**config.mk**
```make
export PLATFORM = sky130hd
export DESIGN_NAME = div_monitor_flat
export DESIGN_NICKNAME = d
export VERILOG_FILES = /design/src/rtl/div_pkg.sv /design/src/rtl/div_monitor_if.sv /design/src/rtl/div_monitor_sync_edge.sv /design/src/rtl/div_monitor.sv /design/src/flat_wrapper.sv
export SDC_FILE = /design/constraint.sdc
export NUM_CORES = 1
export LEC_CHECK = 0
export CAP_MARGIN = 40
export CORE_MARGIN = 2
export CORE_UTILIZATION = 60
export DETAILED_ROUTE_END_ITERATION = 10
export GPL_ROUTABILITY_DRIVEN = 0
export PLACE_DENSITY = 0.84
export REMOVE_ABC_BUFFERS = 1
export SETUP_SLACK_MARGIN = 0.2
export SYNTH_ARGS = -nofsm -noshare
export SYNTH_HDL_FRONTEND = slang
export SYNTH_SLANG_ARGS = --single-unit
```
**constraint.sdc**
```tcl
create_clock -name clk -period 3.3 [get_ports clk]
set_clock_uncertainty 0.1 [all_clocks]
set_input_delay 0.66 -clock clk [delete_from_list [all_inputs] [get_ports clk]]
set_output_delay 0.66 -clock clk [all_outputs]
set_load 0.01 [all_outputs]
```
**src/rtl/div_pkg.sv**
```systemverilog
// -----------------------------------------------------------------------------
// div_pkg -- shared definitions for the divided-clock monitor.
//   DEF_CNT_W  : default width of the period / high-time counters
//   DEF_LOCK_N : default number of consecutive equal periods needed for lock
//   MATCH_W    : width of the lock match counter (LOCK_N is at most 15)
//   state_t    : measurement FSM states
// -----------------------------------------------------------------------------
package div_pkg;

   localparam int DEF_CNT_W  = 16;
   localparam int DEF_LOCK_N = 4;
   localparam int MATCH_W    = 4;

   typedef enum logic [1:0] {
      IDLE    = 2'd0,
      ARM     = 2'd1,
      MEASURE = 2'd2
   } state_t;

endpackage

```
**src/rtl/div_monitor_if.sv**
```systemverilog
// -----------------------------------------------------------------------------
// div_monitor_if -- control / result bundle of the divided-clock monitor.
//   en        : measurement enable (master -> slave)
//   sig_in    : monitored signal, asynchronous to clk (master -> slave)
//   period    : last measured period in clk cycles (slave -> master)
//   high_time : clk cycles the signal was high within that period
//   valid     : one-cycle pulse, period/high_time updated this cycle
//   locked    : LOCK_N consecutive equal periods seen
//   timeout   : sticky, counter saturated without a rising edge
// -----------------------------------------------------------------------------
interface div_monitor_if #(
   parameter int CNT_W = div_pkg::DEF_CNT_W
);

   logic             en;
   logic             sig_in;
   logic [CNT_W-1:0] period;
   logic [CNT_W-1:0] high_time;
   logic             valid;
   logic             locked;
   logic             timeout;

   modport master (
      output en, sig_in,
      input  period, high_time, valid, locked, timeout
   );

   modport slave (
      input  en, sig_in,
      output period, high_time, valid, locked, timeout
   );

endinterface

```
**src/rtl/div_monitor_sync_edge.sv**
```systemverilog
// -----------------------------------------------------------------------------
// sync_edge -- two-flop synchroniser plus delay flop and rising-edge detect.
//   clk  : sampling clock
//   rst  : asynchronous active-low reset
//   d    : asynchronous input
//   q    : synchronised input (second flop)
//   rise : one-cycle pulse when q goes 0 -> 1
// -----------------------------------------------------------------------------
module sync_edge (
   input  logic clk,
   input  logic rst,
   input  logic d,
   output logic q,
   output logic rise
);

   logic s1_q, s2_q, s3_q;

   // NOTE: sequential state uses non-blocking assignments so every flop
   // samples the pre-edge value of its neighbour; blocking here would
   // collapse the three-stage chain into a single flop.
   always_ff @(posedge clk or negedge rst) begin
      if (!rst) begin
         s1_q <= 1'b0;
         s2_q <= 1'b0;
         s3_q <= 1'b0;
      end else begin
         s1_q <= d;
         s2_q <= s1_q;
         s3_q <= s2_q;
      end
   end

   assign q    = s2_q;
   assign rise = s2_q & ~s3_q;

endmodule

```
**src/rtl/div_monitor.sv**
```systemverilog
// -----------------------------------------------------------------------------
// div_monitor -- measures period and high time of a divided clock, reports
// lock after LOCK_N consecutive equal periods and flags a stuck signal.
//   clk : sole clock, rising edge
//   rst : asynchronous active-low reset
//   bus : div_monitor_if slave (en, sig_in in; period, high_time, valid,
//         locked, timeout out)
// -----------------------------------------------------------------------------
module div_monitor
   import div_pkg::*;
#(
   parameter int CNT_W  = DEF_CNT_W,
   parameter int LOCK_N = DEF_LOCK_N
) (
   input logic          clk,
   input logic          rst,
   div_monitor_if.slave bus
);

   localparam logic [CNT_W-1:0]   CNT_ONE    = CNT_W'(1);
   localparam logic [CNT_W-1:0]   CNT_MAX    = '1;
   localparam logic [MATCH_W-1:0] MATCH_ONE  = MATCH_W'(1);
   localparam logic [MATCH_W-1:0] MATCH_LOCK = MATCH_W'(LOCK_N);

   state_t             state_q,  state_d;
   logic [CNT_W-1:0]   cnt_q,    cnt_d;
   logic [CNT_W-1:0]   hcnt_q,   hcnt_d;
   logic [CNT_W-1:0]   period_q, period_d;
   logic [CNT_W-1:0]   high_q,   high_d;
   logic [MATCH_W-1:0] match_q,  match_d;
   logic               valid_q,  valid_d;
   logic               locked_q, locked_d;
   logic               timeout_q, timeout_d;

   logic s2;
   logic rise;

   sync_edge u_sync (
      .clk  (clk),
      .rst  (rst),
      .d    (bus.sig_in),
      .q    (s2),
      .rise (rise)
   );

   always_ff @(posedge clk or negedge rst) begin
      if (!rst) begin
         state_q   <= IDLE;
         cnt_q     <= '0;
         hcnt_q    <= '0;
         period_q  <= '0;
         high_q    <= '0;
         match_q   <= '0;
         valid_q   <= 1'b0;
         locked_q  <= 1'b0;
         timeout_q <= 1'b0;
      end else begin
         state_q   <= state_d;
         cnt_q     <= cnt_d;
         hcnt_q    <= hcnt_d;
         period_q  <= period_d;
         high_q    <= high_d;
         match_q   <= match_d;
         valid_q   <= valid_d;
         locked_q  <= locked_d;
         timeout_q <= timeout_d;
      end
   end

   always_comb begin
      // NOTE: every next-state value gets a default before any branch, so
      // no path leaves a variable unassigned and no latch is inferred.
      state_d   = state_q;
      cnt_d     = cnt_q;
      hcnt_d    = hcnt_q;
      period_d  = period_q;
      high_d    = high_q;
      match_d   = match_q;
      valid_d   = 1'b0;
      locked_d  = locked_q;
      timeout_d = timeout_q;

      if (!bus.en) begin
         // Disable dominates every state; results hold, status clears.
         state_d   = IDLE;
         cnt_d     = '0;
         hcnt_d    = '0;
         match_d   = '0;
         locked_d  = 1'b0;
         timeout_d = 1'b0;
      end else begin
         unique case (state_q)
            IDLE: begin
               state_d = ARM;
               cnt_d   = '0;
               hcnt_d  = '0;
               match_d = '0;
            end

            ARM: begin
               // The first edge only starts a measurement; rise beats
               // saturation so a late edge still arms.
               if (rise) begin
                  state_d = MEASURE;
                  cnt_d   = CNT_ONE;
                  hcnt_d  = CNT_ONE;
               end else if (cnt_q == CNT_MAX) begin
                  timeout_d = 1'b1;
                  locked_d  = 1'b0;
                  match_d   = '0;
                  cnt_d     = '0;
                  hcnt_d    = '0;
               end else begin
                  cnt_d = cnt_q + CNT_ONE;
               end
            end

            MEASURE: begin
               if (rise) begin
                  period_d  = cnt_q;
                  high_d    = hcnt_q;
                  valid_d   = 1'b1;
                  timeout_d = 1'b0;
                  cnt_d     = CNT_ONE;
                  hcnt_d    = CNT_ONE;
                  // match_q == 0 marks the first measurement since ARM, so
                  // period_q holds nothing comparable yet.
                  if (match_q == '0 || cnt_q != period_q) begin
                     match_d = MATCH_ONE;
                  end else if (match_q != MATCH_LOCK) begin
                     match_d = match_q + MATCH_ONE;
                  end
                  locked_d = (match_d == MATCH_LOCK);
               end else if (cnt_q == CNT_MAX) begin
                  state_d   = ARM;
                  timeout_d = 1'b1;
                  locked_d  = 1'b0;
                  match_d   = '0;
                  cnt_d     = '0;
                  hcnt_d    = '0;
               end else begin
                  cnt_d = cnt_q + CNT_ONE;
                  if (s2) begin
                     hcnt_d = hcnt_q + CNT_ONE;
                  end
               end
            end

            default: state_d = IDLE;
         endcase
      end
   end

   assign bus.period    = period_q;
   assign bus.high_time = high_q;
   assign bus.valid     = valid_q;
   assign bus.locked    = locked_q;
   assign bus.timeout   = timeout_q;

endmodule

```
**src/flat_wrapper.sv**
```systemverilog
// flat-port wrapper written by rule: the top's interface ports become plain ports
module div_monitor_flat import div_pkg::*;
#(
   parameter int CNT_W  = DEF_CNT_W,
   parameter int LOCK_N = DEF_LOCK_N
)
  (clk, rst, bus_en, bus_sig_in, bus_period, bus_high_time, bus_valid, bus_locked, bus_timeout);
  div_monitor_if #(.CNT_W(CNT_W)) bus_i ();
  input logic clk;
  input logic rst;
  input wire logic [$bits(bus_i.en)-1:0] bus_en;
  input wire logic [$bits(bus_i.sig_in)-1:0] bus_sig_in;
  output wire logic [$bits(bus_i.period)-1:0] bus_period;
  output wire logic [$bits(bus_i.high_time)-1:0] bus_high_time;
  output wire logic [$bits(bus_i.valid)-1:0] bus_valid;
  output wire logic [$bits(bus_i.locked)-1:0] bus_locked;
  output wire logic [$bits(bus_i.timeout)-1:0] bus_timeout;
  assign bus_i.en = bus_en;
  assign bus_i.sig_in = bus_sig_in;
  assign bus_period = bus_i.period;
  assign bus_high_time = bus_i.high_time;
  assign bus_valid = bus_i.valid;
  assign bus_locked = bus_i.locked;
  assign bus_timeout = bus_i.timeout;
  div_monitor #(.CNT_W(CNT_W), .LOCK_N(LOCK_N)) u_core (.clk(clk), .rst(rst), .bus(bus_i));
endmodule
```
==> impl_metrics.yaml <==
run_status:
  status: "completed"
setup_path:
  max_stage_delay_ns: 0.68
  r2r-end: "u_core.hcnt_q[2]$_DFFE_PN0P_"
  worstSetupPathType: "input pin to flip-flop"
  worstReg2RegStart: "u_core.state_q[0]$_DFFE_PN0P_"
  crit_path_max_fanout: 11
  reg2regPathDepth: 7
  path_cells: "clkdlybuf4s50_1 > or3b_2 > o311ai_0 > o21a_1 > nor2_1 > a22o_1"
  start_kind: "input pin"
  setup.worst_path.start: "bus_en"
  critPathArrivalTime_ns: 2.80
  cp_slowest_cell: "clkdlybuf4s50_1"
  end_kind: "flip-flop"
  r2r_setup_slack_ns: 0.77
  crit_required_ns: 3.45
floorplanning:
  core_sq_mm: 0.00631
  initial_core_util_pct: 61.8
  rows: 29
  die_area_sq_mm: 0.00716
  pin_count: 39
  die_h_um: 84.6
  die_w_um: 84.6
sta:
  period_share_pct: 80.3
  fmax_ghz: 0.377
  holdWs_ns: 0.0997
  fin_tns_setup_ns: 0
  hold_violations: 0
  slew_headroom_pct: 58.3
  finalCriticalPeriod_ns: 2.65
  rsz0062_at_grt: "no"
  slew_violations: 0
  tightestPinTransition_ns: 0.617
  setup_violations: 0
  final.setup.worst_slack_ns: 0.650
power_and_ir_drop:
  powerDensity_mw_per_mm2: 405
  vdd_ir_drop_max_uv: 314
  p_leak_nw: 2.09
routing:
  drt_iter0_markers: 189
  viasPerCell: 6.11
  drt.antenna.violating_nets: 0
  drc_errors: 0
  dr.pass1.iters: 5
  wl_per_cell_um: 16.0
  vias: 3000
  wl_um: 7860
logic_synthesis:
  synth_edf_count: 0
  ys_ff_latch: 76
  ys_seq_area_share_pct: 48.8
  synth_ff_type: "dfrtp_1"
  synthesis.area_sq_mm: 0.00390
  synthCells: 372
  synth-async-reset-ratio_pct: 100
  avgSynthCellArea_sq_um: 10.5
  ys_types: 59
  yosysWarnings: 0
finish:
  seqCellArea_sq_mm: 0.00190
  final_cell_mix: "dfrtp_1, clkdlybuf4s50_1, nor2_1"
  synthToLayoutAreaGrowth_pct: 15.8
  finalNetCount: 421
  diodes: 0
  num-fill-cells: 481
  multi_input_area_sq_mm: 0.00185
  drive_gt1_share_pct: 14.7
  mostFrequentLayoutCell: "dfrtp_1"
place:
  detailedPlace.worstSlack_ns: 0.301
  portBuffers: 38
  hpwl_um: 5470
clock_tree:
  clkSlewWorstSetupHoldPaths_ns: 0.09
  ctsResizeCount: 0
  hold_buffers: 0
  cts-htree-levels: 3
  clock_path_buffers: 2
  cts_root_buf: "clkbuf_8"
  clk_latency_ns: 0.37
  cts_made_buffers: 9
  cts_setup_buffers: 0
  clock_sinks: 76
  cts_tree: "done"
grt:
  grt_pass1_vias: 2966
  grt_pass1_wl_um: 13700
  track_usage_pct: 23.7
  antenna_found_initial: 0
  grt-ovfl-total: 0
  grt_max_degree: 51
hold_path:
  hp-class: "input pin to asynchronous set/reset pin"
run:
  drv_cap: 0
==> Yosys cell counts (all sizes together) (2+ instances only) <==
library cell  count  area share, %
dfrtp            76             49
nor2             30            3.0
mux2             28            8.1
nand2            26            2.6
a31oi            20            3.2
xor2             20            4.5
nand3            19            2.4
o21ai            17            2.2
a21oi            13            1.8
inv              13            1.3
buf              12            2.1
and3             10            1.7
ha                8            2.6
nor3              6           0.77
nor4              6           0.96
xnor2             6            1.3
clkbuf            5           0.48
nand2b            5           0.80
nand4             5            1.2
nor2b             5           0.80
a22o              4           0.90
o211ai            3           0.58
o21a              3           0.58
a21o              2           0.38
a32o              2           0.51
and4              2           0.45
mux2i             2           0.51
nor3b             2           0.51
nor4b             2           0.61
o311ai            2           0.45
o31ai             2           0.38
==> critical path, delay by kind of cell <==
family,cells,cell delay [ns]
AND/OR/NAND/NOR,2,0.68
buffers and inverters,1,0.68
AO/OA/AOI/OAI,3,0.78
==> cell families after synthesis <==
kind of cell	after synthesis	synth area share [%]
AND/OR/NAND/NOR	123	16.7
AO/OA/AOI/OAI	79	13.6
flip-flops	76	48.8
buffers and inverters	30	3.85
multiplexers	30	8.60
XOR/XNOR	26	5.84
adder cells (fa/ha/maj)	8	2.57
==> worst max-delay path by stage <==
stage	to	slack [ns]	cells past startpoint
floorplan	u_core.hcnt_q[2]$_DFFE_PN0P_	0.59	7
global placement	u_core.hcnt_q[2]$_DFFE_PN0P_	0.36	6
detailed placement	u_core.hcnt_q[2]$_DFFE_PN0P_	0.30	6
CTS	u_core.hcnt_q[2]$_DFFE_PN0P_	0.67	6
global route	u_core.hcnt_q[10]$_DFFE_PN0P_	0.50	6
finish	u_core.hcnt_q[2]$_DFFE_PN0P_	0.65	6
==> report_power, final <==
part           total [mW]  leakage (nW)  internal [mW]  switching (mW)
registers           0.962          1.05          0.945          0.0165
logic               0.200         0.948         0.0685           0.132
clock network       0.668        0.0876          0.313           0.354
==> metrics by stage <==
stage	area, sq um	std cells	power [mW]	utilization (%)
finish	4520	491	1.83	71.6
global route	4520	491	1.90	71.6
detailed placement	4330	475	1.18	68.6
floorplan	3800	355	1.10	-
global placement	4300	474	1.17	68.2
CTS	4520	491	1.85	71.6
==> flip-flops by register name, indices dropped and copies added, names as in the netlist <==
signal and cells:
u_core.bus.high_time 16, u_core.bus.locked 1, u_core.bus.period 16, u_core.bus.timeout 1
u_core.bus.valid 1, u_core.cnt_q 16, u_core.hcnt_q 16, u_core.match_q 4
u_core.state_q 2, u_core.u_sync.q 1, u_core.u_sync.s1_q 1, u_core.u_sync.s3_q 1
==> area by class of cell <==
type                            instances  share of cell area [%]
Clock buffer                           11                    3.35
Clock inverter                          5                   0.803
Inverter                               13                    1.08
Multi-Input combinational cell        266                    40.9
Sequential cell                        76                    42.1
Tap cell                               77                    2.13
Timing Repair Buffer                   43                    9.64
==> routing by layer <==
| metal | vias to the layer above | track usage [%] | wire (um) |
|---|---|---|---|
| met1 | 1491 | 30.1 | 3450 |
| met5 | - | 0 | 0 |
| met3 | 15 | 3.74 | 299 |
| met4 | 0 | 11.4 | 175 |
| met2 | 73 | 39.6 | 3940 |
| li1 | 1421 | - | - |
(Power assumes the default switching activity.)
